**src/rtl/mem_responder.sv**
```systemverilog
// Far-end responder for the hello/ack memory interface: word RAM plus one
// memory-mapped interrupt-request register, answering after WAIT_CYC wait states.
module mem_responder #(
   parameter int unsigned DATA_W   = 16,
   parameter int unsigned ADDR_W   = 8,
   parameter int unsigned DEPTH    = 128,
   parameter int unsigned WAIT_CYC = 2,
   parameter int unsigned INT_ADDR = 'hFF
) (
   input  logic              mem_clk_i,
   input  logic              mem_rst_n_i,
   input  logic              mem_hello_i,
   input  logic              mem_we_i,
   input  logic [ADDR_W-1:0] mem_addr_i,
   input  logic [DATA_W-1:0] mem_data_i,
   output logic [DATA_W-1:0] mem_data_o,
   output logic              mem_ack_o,
   output logic              mem_int_o
);

   localparam int unsigned IDX_W = (DEPTH > 1) ? $clog2(DEPTH) : 1;

   typedef enum logic [1:0] {S_IDLE, S_WAIT, S_ACK, S_RELEASE} state_t;

   state_t            r_state;
   logic [3:0]        r_cnt;
   logic              r_we;
   logic [ADDR_W-1:0] r_addr;
   logic [DATA_W-1:0] r_wdata;
   logic              r_ack;
   logic [DATA_W-1:0] r_data;
   logic              r_int;
   logic [DATA_W-1:0] r_mem [DEPTH];

   state_t            w_state_nxt;
   logic [3:0]        w_cnt_nxt;
   logic              w_ack_nxt;
   logic [DATA_W-1:0] w_data_nxt;
   logic              w_int_nxt;
   logic              w_ram_we;
   logic              w_latch;
   logic              w_in_ram;
   logic              w_is_int;
   logic [IDX_W-1:0]  w_idx;
   logic [DATA_W-1:0] w_rd_word;

   assign w_in_ram  = (32'(r_addr) < DEPTH);
   assign w_is_int  = (32'(r_addr) == INT_ADDR);
   assign w_idx     = r_addr[IDX_W-1:0];
   assign w_rd_word = r_mem[w_idx];

   assign mem_data_o = r_data;
   assign mem_ack_o  = r_ack;
   assign mem_int_o  = r_int;

   // Every request passes through S_WAIT (even with WAIT_CYC=0) so that ack
   // rises exactly 1+WAIT_CYC edges after the capture edge.
   always_comb begin
      w_state_nxt = r_state;
      w_cnt_nxt   = r_cnt;
      w_ack_nxt   = r_ack;
      w_data_nxt  = r_data;
      w_int_nxt   = r_int;
      w_ram_we    = 1'b0;
      w_latch     = 1'b0;
      case (r_state)
         S_IDLE: begin
            w_ack_nxt = 1'b0;
            if (mem_hello_i) begin
               w_latch     = 1'b1;
               w_cnt_nxt   = 4'(WAIT_CYC);
               w_state_nxt = S_WAIT;
            end
         end
         S_WAIT: begin
            if (!mem_hello_i) begin
               w_cnt_nxt   = '0;
               w_state_nxt = S_IDLE;
            end else if (r_cnt == 4'd0) begin
               w_state_nxt = S_ACK;
               w_ack_nxt   = 1'b1;
               if (r_we) begin
                  w_ram_we = w_in_ram;
                  if (w_is_int) w_int_nxt = r_wdata[0];
               end else if (w_in_ram) begin
                  w_data_nxt = w_rd_word;
               end else if (w_is_int) begin
                  w_data_nxt = DATA_W'(r_int);
               end else begin
                  w_data_nxt = '0;
               end
            end else begin
               w_cnt_nxt = r_cnt - 4'd1;
            end
         end
         S_ACK: begin
            if (!mem_hello_i) begin
               w_ack_nxt   = 1'b0;
               w_state_nxt = S_IDLE;
            end
         end
         default: begin
            w_ack_nxt   = 1'b0;
            w_state_nxt = S_IDLE;
         end
      endcase
   end

   always_ff @(posedge mem_clk_i or negedge mem_rst_n_i) begin
      if (!mem_rst_n_i) begin
         r_state <= S_IDLE;
         r_cnt   <= '0;
         r_ack   <= 1'b0;
         r_data  <= '0;
         r_int   <= 1'b0;
         r_we    <= 1'b0;
         r_addr  <= '0;
         r_wdata <= '0;
      end else begin
         r_state <= w_state_nxt;
         r_cnt   <= w_cnt_nxt;
         r_ack   <= w_ack_nxt;
         r_data  <= w_data_nxt;
         r_int   <= w_int_nxt;
         if (w_latch) begin
            r_we    <= mem_we_i;
            r_addr  <= mem_addr_i;
            r_wdata <= mem_data_i;
         end
      end
   end

   // RAM contents survive reset; w_ram_we is only ever high outside reset.
   always_ff @(posedge mem_clk_i) begin
      if (w_ram_we) r_mem[w_idx] <= r_wdata;
   end

endmodule
```
**config.mk**
```make
export PLATFORM = sky130hd
export DESIGN_NAME = mem_responder
export DESIGN_NICKNAME = d
export VERILOG_FILES = /design/src/rtl/mem_responder.sv
export SDC_FILE = /design/constraint.sdc
export NUM_CORES = 2
export LEC_CHECK = 0
export ABC_AREA = 1
export BUFFER_PORTS_ARGS = -buffer_cell sky130_fd_sc_hd__buf_2
export CORE_ASPECT_RATIO = 0.5
export CORE_UTILIZATION = 30
export CTS_CLUSTER_SIZE = 25
export DETAILED_ROUTE_END_ITERATION = 8
export SYNTH_ARGS = -nofsm -noshare
export SYNTH_HDL_FRONTEND = slang
export SYNTH_SLANG_ARGS = --single-unit
```
**constraint.sdc**
```tcl
create_clock -name mem_clk_i -period 7.34 [get_ports mem_clk_i]
set_input_delay 2.202 -clock mem_clk_i [delete_from_list [all_inputs] [get_ports mem_clk_i]]
set_output_delay 2.202 -clock mem_clk_i [all_outputs]
set_load 0.05 [all_outputs]
```
==> flow_summary.ini <==
[final_layout]
multi_input_area_sq_um = 22540
stdcell_count = 12340
drive_above_1_share_pct = 6.786
syn2layout_area_growth_pct = 12.56
regArea_sq_um = 62800
fillers = 28610
num-nets-final = 8330
utilization_pct = 34.15

[worst_setup_path]
cpPeakStageDelay_ps = 890
cp_max_fo = 11
arrival_ps = 5950
critPathRequiredTime_ps = 7910
r2r_slack_ps = 2780
r2r_end = r_mem[112][4]$_DFFE_PP_
crit_type = input port to register
start_kind = input port
endpoint_kind = register
cp_cell_sequence = buf_2, inv_1, nor3_4, inv_2, nor3_4, nand3_2, buf_4, nor2_1, buf_4
r2r_cells = 10
rr_startpoint = r_cnt[0]$_DFFE_PN0P_
cp_slowest_cell = nand3_2

[grt]
grt_use_total_pct = 17.25
first_global_vias = 55750
grt-ovfl-total = 0
antenna_found_initial = 13
grt_max_degree = 213
grt_pass1_wl_um = 377300

[worst_hold_path]
whs_path_depth = 2
min_path_type = register to register
holdPathEnd = mem_data_o[11]$_DFFE_PN0P_
hp-start = mem_data_o[11]$_DFFE_PN0P_

[routing]
drtIter0Drc = 7913
route.met2.wl_um = 114100
ant_nets = 0
dr_total_vias = 59250
vias_per_cell = 4.800
drt-pass1-iter-count = 8
wl_um = 261700
wl_met3_um = 26030
top_layer = met5
drc_errors = 0
m1WireLength_um = 112000
routedWlPerCell_um = 21.21

[sta]
fin_ws_ps = 1963
slew_headroom_pct = -1.408
fmax_mhz = 186.0
report.final.slew_viol_count = 60
hold_viol = 0
tightest_slew_ps = 1521
setup_violations = 0
period_minus_slack_ps = 5377
rsz0062_at_grt = no
fin_setup_tns_ps = 0
post-route-period-util_pct = 73.26
finClkSkew_ps = 62.63

[power_and_ir_drop]
clock_power_share_pct = 24.8
p_switching_mw = 16.94
peakVddDrop_uv = 334.2
power_density_nw_per_um2 = 410.1
switching_share_pct = 41.93
leakage_nw = 39.13
p_int_mw = 23.46
pwr-share-seq_pct = 40.1
combPwrFrac_pct = 35.1

[cts]
clkTransAtPathRegs_ps = 60
postCtsSetupBuffers = 0
cts_made_buffers = 199
cts_sinks = 2097
cts.path.max_buffers = 3
cts_tree = built
htreeDepth = 4
cts_root_buf = clkbuf_16
insertion_delay_ps = 870
post_cts_resized = 0
hold_buffers = 0

[logic_synthesis]
ys_types = 30
synth_nets = 8340
netlist_instances = 8310
ys_ff_latch = 2097
yosysWarnings = 0
syn_area_sq_um = 87530
yosysSeqAreaShare_pct = 71.66
avgSynthCellArea_sq_um = 10.53

[die]
die_h_um = 384.0
rows = 139
core_area_sq_um = 288500
die_area_sq_um = 294100
initial_core_util_pct = 30.34
die_x_um = 765.9
ioPinCount = 46

[place]
place_inst = 11970
port_buffers = 45
place.gp.congestion = 0.9257
dp_hpwl_um = 151000
pre_cts_slack_ps = 1232

[outcome]
violations = slew limit
status = finished with violations

[flow_run]
drv_cap = 0
## sequential cells by signal (all words and copies together) (netlist names)
signal,cells
mem_ack_o,1
r_mem,2048
mem_data_o,16
r_cnt,4
r_wdata,16
r_we,1
r_state,2
r_addr,8
mem_int_o,1
## metrics by stage
| step | power, mW | hold slack, ps | instance area (sq um) |
|---|---|---|---|
| after floorplan | 24.11 | 504.7 | 87530 |
| after detailed placement | 30.34 | 468.0 | 92260 |
| after global placement | 30.28 | 464.5 | 92260 |
| after global routing | 42.06 | 518.0 | 98510 |
| final | 40.40 | 487.9 | 98530 |
| after CTS | 40.24 | 483.6 | 98460 |
## Yosys cell counts, drive strengths merged
| library cell | instances | area (sq um) |
|---|---|---|
| o211ai | 31 | 232.7 |
| nor2 | 478 | 1809 |
| mux2 | 16 | 180.2 |
| mux2i | 1 | 10.01 |
| or2 | 20 | 125.1 |
| nand2 | 4580 | 17190 |
| o21ai | 39 | 195.2 |
| dfrtp | 49 | 1226 |
| nor3 | 4 | 42.54 |
| o22ai | 1 | 6.260 |
| a21oi | 11 | 55.05 |
| inv | 71 | 269.0 |
| ha | 2 | 25.02 |
| edfxtp | 2048 | 61500 |
| clkbuf | 149 | 559.3 |
| nand3 | 510 | 2552 |
| buf | 299 | 1541 |
| xor2 | 1 | 8.760 |
## layout make-up
cell class | count | area share, %
Sequential cell | 2097 | 63.74
Inverter | 71 | 0.2997
Multi-Input combinational cell | 5694 | 22.87
Clock inverter | 106 | 0.9905
Tap cell | 3877 | 4.923
Clock buffer | 254 | 5.296
Timing Repair Buffer | 237 | 1.867
Antenna cell | 6 | 0.01524
## power by group through the flow
stage,Combinational (mW),Clock [mW],Sequential (mW)
CTS,13.9,10.1,16.2
global placement,13.9,0,16.4
detailed placement,13.9,0,16.4
floorplan,7.63,0,16.5
global route,15.3,10.6,16.2
finish,14.2,10.0,16.2
## cells in the final DEF, fill, tap and decap left out, types with 5 or more instances in the layout
| cell | count |
|---|---|
| nand3_2 | 7 |
| o21ai_0 | 19 |
| buf_12 | 13 |
| a21oi_1 | 11 |
| nor2_2 | 9 |
| o211ai_1 | 31 |
| inv_1 | 64 |
| mux2_2 | 16 |
| nor2_4 | 7 |
| o21ai_1 | 20 |
| buf_2 | 44 |
| bufinv_16 | 13 |
| dfrtp_4 | 19 |
| nand3_1 | 503 |
| clkbuf_16 | 200 |
| clkinv_4 | 5 |
| clkinv_2 | 24 |
| nor2_1 | 462 |
| diode_2 | 6 |
| clkinv_1 | 49 |
| or2_2 | 9 |
| edfxtp_1 | 2048 |
| dfrtp_1 | 30 |
| nand2_1 | 4577 |
| or2_1 | 10 |
| clkbuf_1 | 53 |
| inv_6 | 6 |
| buf_4 | 178 |
## worst max path at each step
stage,startpoint,end,cells past startpoint
2_1_floorplan,mem_hello_i,r_mem[100][0]$_DFFE_PP_,7
3_3_place_gp,mem_hello_i,r_mem[112][14]$_DFFE_PP_,9
3_5_place_dp,mem_hello_i,r_mem[112][2]$_DFFE_PP_,9
4_1_cts,mem_hello_i,r_mem[112][4]$_DFFE_PP_,9
5_1_grt,mem_hello_i,r_mem[112][4]$_DFFE_PP_,9
6_report,mem_hello_i,r_mem[112][4]$_DFFE_PP_,9
## layer usage
metal / vias up / GRT usage (%)
met2: 2709 / 26.18
met3: 458 / 3.699
met4: 4 / 6.103
met5: - / 0
li1: 27380 / -
met1: 28690 / 24.44
## worst max-delay path: cells and delay by family
kind / cells / cell delay (ps)
buffers and inverters: 5 / 1320
AND/OR/NAND/NOR: 4 / 2400
## cell families after synthesis
logic type               after synthesis  share of synthesized area [%]
AO/OA/AOI/OAI                         82                         0.5589
AND/OR/NAND/NOR                     5592                          24.82
multiplexers                          17                         0.2173
buffers and inverters                519                          2.707
XOR/XNOR                               1                        0.01001
adder cells (fa/ha/maj)                2                        0.02858
flip-flops                          2097                          71.66
No activity file was read; power rests on OpenSTA's default activity.
